===== src/rtl/joybus_bit_encoder.sv =====
// Joybus transmit serializer: turns handshaked bytes into 4 us MSB-first bit cells
// plus a stop bit, and drives the line driver inputs of the collision detector.
module joybus_bit_encoder #(
  parameter int CLKS_PER_US = 50
) (
  input  logic       CLK,
  input  logic       RESET,
  input  logic [7:0] TX_DATA,
  input  logic       TX_LAST,
  input  logic       TX_VALID,
  output logic       TX_READY,
  input  logic       COLLISION_DETECTED,
  output logic       WRITE_DATA,
  output logic       n_SEND,
  output logic       BUSY,
  output logic       DONE,
  output logic       ABORT,
  output logic       UNDERRUN
);

  localparam int            CW   = (CLKS_PER_US > 1) ? $clog2(CLKS_PER_US) : 1;
  localparam logic [CW-1:0] QMAX = CW'(CLKS_PER_US - 1);

  typedef enum logic [1:0] {
    IDLE,
    SEND,
    STOP
  } state_t;

  state_t        state, state_nx;
  logic [CW-1:0] qcnt, qcnt_nx;
  logic [1:0]    quarter, quarter_nx;
  logic [2:0]    bit_idx, bit_nx;
  logic [7:0]    data_r, data_nx;
  logic          last_r, last_nx;
  logic          write_nx, nsend_nx, busy_nx;
  logic          done_nx, abort_nx, underrun_nx;

  logic quarter_end, cell_end, byte_end;
  logic accept, collision;

  assign quarter_end = (qcnt == QMAX);
  assign cell_end    = quarter_end && (quarter == 2'd3);
  assign byte_end    = cell_end && (bit_idx == 3'd0);

  // The cycle right after DONE is still closed to new bytes so frames are spaced.
  assign TX_READY = !RESET &&
                    (((state == IDLE) && !DONE) ||
                     ((state == SEND) && !last_r && byte_end));

  assign accept    = TX_VALID && TX_READY;
  assign collision = COLLISION_DETECTED && !n_SEND;

  always_comb begin
    // NOTE: every next-state variable gets a default first so no latch is inferred.
    state_nx    = state;
    qcnt_nx     = qcnt;
    quarter_nx  = quarter;
    bit_nx      = bit_idx;
    data_nx     = data_r;
    last_nx     = last_r;
    write_nx    = WRITE_DATA;
    nsend_nx    = n_SEND;
    busy_nx     = BUSY;
    done_nx     = 1'b0;
    abort_nx    = 1'b0;
    underrun_nx = 1'b0;

    unique case (state)
      IDLE: begin
        if (accept) begin
          state_nx   = SEND;
          qcnt_nx    = '0;
          quarter_nx = 2'd0;
          bit_nx     = 3'd7;
          data_nx    = TX_DATA;
          last_nx    = TX_LAST;
          busy_nx    = 1'b1;
          nsend_nx   = 1'b0;
          write_nx   = 1'b0;
        end
      end

      SEND: begin
        if (!quarter_end) begin
          qcnt_nx = qcnt + CW'(1);
        end else begin
          qcnt_nx    = '0;
          quarter_nx = quarter + 2'd1;
          if (cell_end) begin
            if (bit_idx != 3'd0) begin
              bit_nx = bit_idx - 3'd1;
            end else if (accept) begin
              bit_nx  = 3'd7;
              data_nx = TX_DATA;
              last_nx = TX_LAST;
            end else begin
              state_nx    = STOP;
              underrun_nx = !last_r;
            end
          end
        end

        if (state_nx == SEND) begin
          // Cell shape: low, data, data, high.
          unique case (quarter_nx)
            2'd0:    write_nx = 1'b0;
            2'd3:    write_nx = 1'b1;
            default: write_nx = data_nx[bit_nx];
          endcase
        end else begin
          write_nx = 1'b0;
        end
      end

      STOP: begin
        if (quarter_end) begin
          state_nx = IDLE;
          qcnt_nx  = '0;
          nsend_nx = 1'b1;
          write_nx = 1'b1;
          busy_nx  = 1'b0;
          done_nx  = 1'b1;
        end else begin
          qcnt_nx = qcnt + CW'(1);
        end
      end

      default: state_nx = IDLE;
    endcase

    // A collision while driving beats everything, including a byte accepted this cycle.
    if (collision) begin
      state_nx    = IDLE;
      qcnt_nx     = '0;
      quarter_nx  = 2'd0;
      bit_nx      = 3'd7;
      nsend_nx    = 1'b1;
      write_nx    = 1'b1;
      busy_nx     = 1'b0;
      done_nx     = 1'b0;
      underrun_nx = 1'b0;
      abort_nx    = 1'b1;
    end
  end

  always_ff @(posedge CLK) begin
    if (RESET) begin
      // NOTE: non-blocking assignments so every register samples pre-edge values together.
      state      <= IDLE;
      qcnt       <= '0;
      quarter    <= 2'd0;
      bit_idx    <= 3'd7;
      data_r     <= '0;
      last_r     <= 1'b0;
      WRITE_DATA <= 1'b1;
      n_SEND     <= 1'b1;
      BUSY       <= 1'b0;
      DONE       <= 1'b0;
      ABORT      <= 1'b0;
      UNDERRUN   <= 1'b0;
    end else begin
      state      <= state_nx;
      qcnt       <= qcnt_nx;
      quarter    <= quarter_nx;
      bit_idx    <= bit_nx;
      data_r     <= data_nx;
      last_r     <= last_nx;
      WRITE_DATA <= write_nx;
      n_SEND     <= nsend_nx;
      BUSY       <= busy_nx;
      DONE       <= done_nx;
      ABORT      <= abort_nx;
      UNDERRUN   <= underrun_nx;
    end
  end

endmodule


===== config.mk =====
export PLATFORM = sky130hd
export DESIGN_NAME = joybus_bit_encoder
export DESIGN_NICKNAME = d
export VERILOG_FILES = /design/src/rtl/joybus_bit_encoder.sv
export SDC_FILE = /design/constraint.sdc
export NUM_CORES = 1
export LEC_CHECK = 0
export CAP_MARGIN = 40
export CORE_AREA = 2 2 58 60
export DETAILED_ROUTE_END_ITERATION = 10
export DIE_AREA = 0 0 60 62
export PLACE_DENSITY = 0.79
export REMOVE_ABC_BUFFERS = 1
export SYNTH_ARGS = -nofsm -noshare
export SYNTH_HDL_FRONTEND = slang
export SYNTH_SLANG_ARGS = --single-unit

===== constraint.sdc =====
create_clock -name CLK -period 5.7 [get_ports CLK]
set_clock_uncertainty 0.1 [all_clocks]
set_input_delay 1.14 -clock CLK [delete_from_list [all_inputs] [get_ports CLK]]
set_output_delay 1.14 -clock CLK [all_outputs]
set_load 0.03 [all_outputs]

### After elaboration in Yosys (flattened, before gate mapping)

Cells that the tools add are included.

| word-level totals | value |
|---|---|
| input port bits | 13 |
| output and inout bits | 7 |
| memory bits (writable) | 0 |
| ROM bits | 0 |
| memories kept | 0 |
| bits in latches | 0 |
| flip-flop bits (word level) | 28 |
| logic and storage cells | 107 |

| cells by class | value |
|---|---|
| equality and inequality tests | 11 |
| $add $sub $neg | 3 |
| muxes and demuxes | 45 |
| multipliers | 0 |
| reduce and logical (&&, ||, !) cells | 31 |
| div/mod/pow operators | 0 |
| $lt $le $gt $ge | 1 |
| bitwise gates (word level) | 4 |
| shift operators | 0 |

Operators with widths:

| cell | number |
|---|---|
| $mux 8 | 5 |
| $mux 2 | 10 |
| $pmux 8 s2 | 1 |
| $mux 3 | 5 |
| $mux 1 | 12 |
| $mux 6 | 2 |
| $pmux 6 s2 | 1 |
| $ne 2x2->1 const B | 5 |
| $logic_and 1x1->1 | 8 |
| $pmux 1 s2 | 4 |
| $reduce_or 7->1 | 1 |
| $add 6x1->6 const B | 1 |
| $eq 2x2->1 const B | 3 |
| $eq 6x6->1 const B | 1 |
| $pmux 2 s3 | 1 |
| $pmux 3 s2 | 1 |
| $reduce_and 2->1 | 3 |
| $reduce_and 3->1 | 2 |
| $reduce_bool 2->1 | 3 |
| $reduce_bool 3->1 | 2 |
| $eq 2x1->1 const B | 2 |
| $logic_not 1->1 | 4 |
| $logic_not 2->1 | 2 |
| $lt 3x4->1 const B | 1 |
| 11 further kinds | 15 |

### Depth between registers and ports, before layout

| depth | value |
|---|---|
| depth in word-level cells | 17 |
| mapped depth | 13 |
| depth with buffers taken out | 11 |

### Worst setup path before layout

Ideal clock, no wire load.

| timing | value |
|---|---|
| path kind | reg2out |
| start | reg bit_idx[0] |
| end | out TX_READY |
| data required time | 4460 ps |
| setup slack | 2478 ps |
| cell stages (with the launch flop) | 8 |
| arrival | 1982 ps |
| buffers on the path | 1 |
| cells stage by stage | dfxtp_1 -> buf_1 -> inv_1 -> ha_1 -> nand2b_1 -> nor3_1 -> nand3b_1 -> a21oi_1 |

| between the ends | value |
|---|---|
| longest elaborated chain between the ends | 5 |

Ends and longest elaborated chain:

| item | RTL line | source |
|---|---|---|
| from (decl) | 33 | `logic [2:0] bit_idx, bit_nx;` |
| from (signal assigned) | 166 | `bit_idx <= bit_nx;` |
| $logic_not 3->1 | 44 | `assign byte_end = cell_end && (bit_idx == 3'd0);` |
| $logic_and 1x1->1 | 44 |  |
| $logic_and 1x1->1 | 49 | `((state == SEND) && !last_r && byte_end));` |
| $logic_or 1x1->1 | 48 | `(((state == IDLE) && !DONE) \|\|` |
| $logic_and 1x1->1 | 47 | `assign TX_READY = !RESET &&` |
| to (decl) | 11 | `output logic TX_READY,` |

Every way passes these cells.

### Worst setup path in the final report

Same ends and word-level chain as after synthesis.

==> flow_metrics.env <==
export IMPL_critPathSlowestCell="clkdlybuf4s50_1"
export IMPL_worstHoldPathType="reg -> reg"
export IMPL_relSlewSlack_pct=60.0
export IMPL_slowest_delay_ns=0.69
export IMPL_seq_area_frac_synth_pct=31.8
export IMPL_synthArstFlopShare_pct=0
export IMPL_antenna_left=0
export IMPL_synth_seq_cells=28
export IMPL_gp_congestion=0.855
export IMPL_fin_crit_ns=4.14
export IMPL_most_common_layout_cells="dfxtp_1, nor2_1, nand2_1"
export IMPL_viasPerCell=5.62
export IMPL_tritoncts="done"
export IMPL_post_cts_resized=0
export IMPL_max_vdd_ir_drop_uv=128
export IMPL_synth_ff_type="dfxtp_1"
export IMPL_crit_buf_inv=2
export IMPL_crit_type="reg -> out"
export IMPL_timing_final_ws_setup_ns=1.56
export IMPL_yosys_area_top_type="dfxtp_1"
export IMPL_maxCapViolCount=0
export IMPL_ys_types=44
export IMPL_startpoint_type="flip-flop"
export IMPL_syn_area_sq_um=1760
export IMPL_cts_sinks=28
export IMPL_grt_pass1_vias=1379
export IMPL_place_ws_ns=1.65
export IMPL_ctsHoldBuffers=0
export IMPL_pwr_share_comb_pct=29.7
export IMPL_power_switching_mw=0.148
export IMPL_postLayoutCoreUtil_pct=62.7
export IMPL_critPathCaptureType="output pin"
export IMPL_core_area_sq_um=3180
export IMPL_p_per_area_nw_per_um2=226
export IMPL_placed_cell_area_sq_um=1960
export IMPL_cp_top_family="buffers and inverters"
export IMPL_fin_setup_tns_ns=0
export IMPL_clkTransAtPathRegs_ns=0.15
export IMPL_yosys_warnings=0
export IMPL_p_seq_share_pct=48.5
export IMPL_antenna_cells=0
export IMPL_clkLatencyLatePin_ns=0.33
export IMPL_crit_chain="inv_1 > ha_1 > nand2b_1 > nor3_1 > nand3b_1 > a21oi_1 > clkdlybuf4s50_1"
export IMPL_cts_buffers=3
export IMPL_portBuffers=19
export IMPL_fin_area_sq_um=1990
export IMPL_synth_top_cell_area_share_pct=31.8
export IMPL_drtIter0Drc=53
export IMPL_tightestPinTransition_ns=0.599
export IMPL_route_detailed_drc=0
export IMPL_maxSlewViolCount=0
export IMPL_arrival_ns=2.90
export IMPL_grt_setup_unrepaired="no"
export IMPL_fin_cells=268
export IMPL_wl_microns=3510
export IMPL_syn_to_final_growth_pct=13.1
export IMPL_power_internal_mw=0.303
export IMPL_swShare_pct=32.9
export IMPL_synth_edf_count=0
export IMPL_place_inst=264
export IMPL_hold_violations=0
export IMPL_firstDrtPassIters=4
export IMPL_globalRouteOverflowTotal=0
export IMPL_postSynthAreaPerCell_sq_um=8.48
export IMPL_total_power_mw=0.452
export IMPL_wl_per_cell_microns=13.1
export IMPL_start_util_pct=55.5
export IMPL_cts_root_buffer="clkbuf_4"
export IMPL_routed_via_count=1507
export IMPL_setup_viol=0
export IMPL_status="complete, no violations"
export IMPL_antenna_found_initial=0
export IMPL_crit_required_ns=4.46
export IMPL_dieHeight_microns=62
export IMPL_synth_top_cells_by_area="dfxtp_1, mux2i_1, ha_1, nor2_1, nand2_1"
export IMPL_rows=21
export IMPL_h_tree_depth=1
export IMPL_power_frac_clock_pct=21.8
export IMPL_dieArea_sq_um=3720
export IMPL_grt_max_degree=19
export IMPL_layout_commonest_cell="dfxtp_1"
export IMPL_ios=20
export IMPL_post_cts_setup_buffer_count=0
export IMPL_min_period_over_period_pct=72.7
export IMPL_timing_fmax_ghz=0.241
export IMPL_final_nets=246
export IMPL_die_width_microns=60
export IMPL_synth_cells=208
export IMPL_cts_buffer_depth=2
export IMPL_grt_pass1_wl_microns=6090
export IMPL_whs_ns=0.419
export IMPL_cp_max_fo=12
export IMPL_layout_drive_gt1_share_pct=3.15
export IMPL_hpwl_microns=2630
export IMPL_grt_usage_pct=21.1
export IMPL_p_leak_nw=0.856
cells in the mapped netlist (all sizes together), types with 5 or more instances:
master,count
dfxtp,28
nor4,6
buf,8
o21ai,7
ha,10
inv,9
nor3,5
nand2b,8
nor2,26
mux2i,17
a21oi,8
nand2,20
final timing paths:
kind	start	end	slack (ns)	cells past startpoint
min	state[0]	state[0]	0.42	2
min reg2reg	state[0]	state[0]	0.42	2
max	bit_idx[0]	TX_READY	1.56	7
max reg2reg	bit_idx[0]	WRITE_DATA	2.82	8
registers in the layout (all words and copies together), names as in the netlist:
| signal | count |
|---|---|
| quarter | 2 |
| BUSY | 1 |
| bit_idx | 3 |
| DONE | 1 |
| n_SEND | 1 |
| qcnt | 6 |
| ABORT | 1 |
| data_r | 8 |
| WRITE_DATA | 1 |
| last_r | 1 |
| UNDERRUN | 1 |
| state | 2 |
logic make-up (layout without fill, tap and decap cells):
kind of cell / after synthesis / count (layout) / share of synthesized area, %
buffers and inverters: 19 / 33 / 5.32
xor gates and xnor gates: 6 / 6 / 2.98
adders and majority gates: 10 / 10 / 7.10
AOI/OAI and AO/OA: 37 / 37 / 15.4
and+or+nand+nor: 91 / 91 / 27.7
DFF: 28 / 28 / 31.8
muxes: 17 / 17 / 9.65
routing by layer:
layer | vias up | GRT usage, % | part of all wire, %
met5 | - | 0 | 0
met3 | 6 | 2.48 | 2.6
met2 | 26 | 33.7 | 45
met4 | 0 | 7.62 | 1.6
li1 | 783 | - | -
met1 | 692 | 29.3 | 51
power by group through the flow:
stage / clock (mW) / sequential, mW / combinational [mW]
2_1_floorplan: 0 / 0.232 / 0.0828
3_5_place_dp: 0 / 0.223 / 0.134
3_3_place_gp: 0 / 0.223 / 0.132
5_1_grt: 0.108 / 0.221 / 0.151
4_1_cts: 0.101 / 0.219 / 0.134
6_report: 0.0983 / 0.219 / 0.134
worst min-delay path: stages, from the launching register on:
cell and delay [ns]:
dfxtp_1 0.37, nand2_1 0.07, a21oi_1 0.05
layout make-up:
class | count | area [sq um]
repair buffers | 20 | 198
flip-flops and latches | 28 | 561
well taps | 46 | 57.6
clock buffers | 4 | 36.3
fillers | 279 | 1180
inverters | 9 | 33.8
multi-input cells | 161 | 1110
No activity file was read; power rests on OpenSTA's default activity.
==> variant 1 (config.mk and constraints unchanged) <==
Encoding of `state_t`: now one-hot (3 bits for 3 states).
--- a/src/rtl/joybus_bit_encoder.sv
+++ b/src/rtl/joybus_bit_encoder.sv
@@ -21,10 +21,10 @@
   localparam int            CW   = (CLKS_PER_US > 1) ? $clog2(CLKS_PER_US) : 1;
   localparam logic [CW-1:0] QMAX = CW'(CLKS_PER_US - 1);
 
-  typedef enum logic [1:0] {
-    IDLE,
-    SEND,
-    STOP
+  typedef enum logic [2:0] {
+    IDLE = 3'b001,
+    SEND = 3'b010,
+    STOP = 3'b100
   } state_t;
 
   state_t        state, state_nx;
Function: no difference found for any inputs over 10 cycles, from zero or initial values and one cycle with RESET high; not proved beyond that.
==> variant 1 against the original RTL <==
- die area unchanged
- global-route usage down 0.48 points
- critical path type is now primary input to output pin
- critical endpoint unchanged
- area after synthesis down 11%
- setup slack better by 0.25 ns
- design area down 6.0%
- routed wire length down 5.6%
- sequential cell count up 1
Power is not compared: it rests on default switching activity, and its combinational part moved more than twofold at a synthesized area within 25%.
==> variant 1: results <==
set metrics [dict create \
    status "finished, final reports clean" \
    root_buffer "clkbuf_4" \
    path_max_fanout 14 \
    nets 234 \
    critPathArrivalTime_ns 2.65 \
    min-delay-start "data_r[3]" \
    ys_warn_count 0 \
    cts_resized 0 \
    ys_seq_area_share_pct 36.9 \
    clk_pin_slew_ns 0.08 \
    routed_via_density 5.39 \
    synth.cells.most_frequent "31 x nand2_1, 29 x dfxtp_1, 21 x a21oi_1, 20 x nor2_1" \
    grt_pass1_vias 1263 \
    htree_levels 2 \
    critPathCapture "TX_READY" \
    rrSetupSlack_ns 3.12 \
    grt_max_degree 16 \
    grt_use_total_pct 20.6 \
    async_reset_ff_share_pct 0 \
    tightest_slew_ns 0.770 \
    holdPathStages 2 \
    leakagePower_uw 0.000736 \
    synth_area_leaders "dfxtp_1 37%, nand2_1 7.4%, a21oi_1 6.7%, ha_1 4.8%, nor2_1 4.8%" \
    cts_buffers 5 \
    synth_mux_area_share_pct 1.35 \
    grtUsageMet2_pct 32.5 \
    fill_cells 294 \
    grt_util_met3_pct 4.14 \
    grt_pass1_wl_mm 5.67 \
    crit_start "RESET" \
    wl_per_cell_um 12.6 \
    layout-drive-gt1-share_pct 8.33 \
    cts.path.max_buffers 2 \
    synthXorXnorAreaFrac_pct 2.78 \
    drt_iter0_drc 60 \
    synthAdderAreaFrac_pct 4.77 \
    clk_latency_ns 0.33 \
    hold_end "data_r[3]" \
    largestRegisters "data_r x8, qcnt x6" \
    hpwlAfterDp_mm 2.46 \
    portBuffers 19 \
    synth_edf_count 0 \
    rr_worst_depth 8 \
    synth_cell_type_count 48 \
    reg2reg_to "data_r[6]" \
    synth_compound_area_share_pct 20.6 \
    antenna_found_initial 0 \
    gp_congestion 0.881 \
    firstDrtPassIters 4 \
    grtUsageMet1_pct 27.0 \
]
[variant 1: cell count changes after synthesis, sizes merged, moves of 3 or more]
cell | unedited run | this run
a21oi | 8 | 21
a221o | 3 | 0
buf | 8 | 3
clkbuf | 2 | 5
ha | 10 | 6
mux2i | 17 | 1
nand2 | 20 | 31
nor2 | 26 | 21
nor4 | 6 | 2
o21ai | 7 | 11
[variant 1: cells by family after synthesis]
kind of cell / Yosys count
mux: 2
buf+inv: 15
flops: 29
compound gates: 51
xor+xnor: 5
simple gates: 88
fa+ha+maj: 6
[variant 1: routing by layer]
metal,up-vias,wire [µm]
li1,730,-
met1,652,1600
met3,6,131
met5,-,0
met2,25,1520
met4,0,61
[variant 1: critical path, cell delays in order]
cell	delay, ns
clkdlybuf4s50_1	0.63
nor2_1	0.18
clkdlybuf4s50_1	0.69
[variant 1: cell type report]
cell class	instances	area [µm²]	area share (%)
Tap cell	46	57.6	3.07
Sequential cell	29	581	31.0
Clock buffer	7	55.1	2.94
Timing Repair Buffer	20	198	10.5
Clock inverter	1	30.0	1.60
Multi-Input combinational cell	152	927	49.5
Inverter	7	26.3	1.40
[variant 1: stage by stage]
step	hold slack [ns]	cells	worst slack, ns	cell area (µm²)	power (µW)
final	0.364	262	1.81	1870	457
after global routing	0.393	262	1.70	1870	478
after CTS	0.365	262	1.80	1870	460
after detailed placement	0.351	254	1.80	1790	283
after global placement	0.343	254	1.83	1790	282
after floorplan	0.326	188	2.83	1530	258
[variant 1: power breakdown]
part           total [µW]  leakage [µW]  internal, µW  switching [µW]
Sequential            218      0.000236           211            7.40
Clock                 179     0.0000455           105            74.4
Combinational        60.2      0.000454          26.8            33.4
Total                 457      0.000736           342             115
==> variant 2 (config.mk and constraints unchanged) <==
Made on the original files. The parameter `CLKS_PER_US` goes from 50 to 100.
--- a/src/rtl/joybus_bit_encoder.sv
+++ b/src/rtl/joybus_bit_encoder.sv
@@ -1,7 +1,7 @@
 // Joybus transmit serializer: turns handshaked bytes into 4 us MSB-first bit cells
 // plus a stop bit, and drives the line driver inputs of the collision detector.
 module joybus_bit_encoder #(
-  parameter int CLKS_PER_US = 50
+  parameter int CLKS_PER_US = 100
 ) (
   input  logic       CLK,
   input  logic       RESET,
Check against the original RTL: no difference found for any inputs over 10 cycles, from zero or initial values and one cycle with RESET high; that may be too few to reach the edited logic, so the function may still have changed.
==> variant 2 against the original RTL <==
- setup slack better by 0.10 ns
- area after synthesis down 2.7%
- final cell count down 2.2%
- sequential share of layout area up 0.79 points
- design area up 0.75%
- sequential cell count up 1
- routed wire length up 5.5%
Power is not compared: it rests on default switching activity, and its combinational part moved more than twofold at a synthesized area within 25%.
==> variant 2: results <==
set metrics [dict create \
    fmax_mhz 247 \
    rr_worst_depth 9 \
    grt_pass1_wl_mm 6.39 \
    ys_seq_area_share_pct 33.8 \
    cts.path.max_buffers 2 \
    grt_use_total_pct 23.2 \
    critPathArrivalTime_ns 2.80 \
    grt_max_degree 16 \
    gp_congestion 0.847 \
    clk_pin_slew_ns 0.09 \
    largestRegisters "data_r x8, qcnt x7, bit_idx x3" \
    grt_pass1_vias 1460 \
    synth_area_leaders "dfxtp_1 34%, mux2i_1 8.2%, ha_1 6.6%, nor2_1 5.5%, nand2_1 4.2%" \
    layout-drive-gt1-share_pct 7.41 \
    critPathTopFamily "simple AND/OR/NAND/NOR gates" \
    hpwlAfterDp_mm 2.85 \
    dp_slack_ns 1.68 \
    power_density_mw_per_mm2 208 \
    cts_buffers 5 \
    p_seq_share_pct 51.0 \
    rr_startpoint "state[1]" \
    place_area_mm2 0.00194 \
    crit_start "qcnt[2]" \
    dp_cells 254 \
    avgSynthCellArea_um2 8.80 \
    hold_end "BUSY" \
    firstDrtPassIters 5 \
    clk_latency_ns 0.33 \
    drt_wl_total_mm 3.70 \
    finalNonFillerCells 262 \
    status "finished, final reports clean" \
    holdWs_ns 0.381 \
    routed_via_density 5.66 \
    rrSetupSlack_ns 2.88 \
    synth_cell_type_count 47 \
    fill_cells 261 \
    antenna_cells 0 \
    drt_iter0_drc 127 \
    synth_ff_type "dfxtp_1" \
    min-delay-start "BUSY" \
    cts_resized 0 \
    nets 237 \
    leakagePower_uw 0.000806 \
    p_int_uw 308 \
    htree_levels 2 \
    path_max_fanout 7 \
    relSlewSlack_pct 67.4 \
    critPathCapture "TX_READY" \
    holdPathStages 2 \
    slowest_delay_ns 0.70 \
    synth.cells.most_frequent "29 x dfxtp_1, 25 x nor2_1, 19 x nand2_1, 14 x mux2i_1, 10 x a21oi_1" \
]
-- variant 2: kinds of logic after synthesis --
group	synth area share, %
AOI/OAI and AO/OA	19.7
and+or+nand+nor	24.8
DFF	33.8
buffers and inverters	2.70
adders and majority gates	6.56
muxes	8.83
xor gates and xnor gates	3.57
-- variant 2: layer usage --
layer / vias up / part of all wire [%] / wire length (µm) / global-route usage (%)
met1: 682 / 42 / 1560 / 28.0
met4: 0 / 1.9 / 71 / 10.5
li1: 749 / - / - / -
met2: 45 / 50 / 1850 / 38.5
met3: 7 / 5.8 / 213 / 6.83
met5: - / 0 / 0 / 0
-- variant 2: final cells by class --
class | count | area [µm²] | share of cell area (%)
clock buffers | 7 | 65.1 | 3.24
clock inverters | 1 | 5.00 | 0.249
inverters | 6 | 22.5 | 1.12
multi-input cells | 154 | 1090 | 54.2
flip-flops and latches | 29 | 581 | 28.9
well taps | 46 | 57.6 | 2.86
repair buffers | 19 | 190 | 9.46
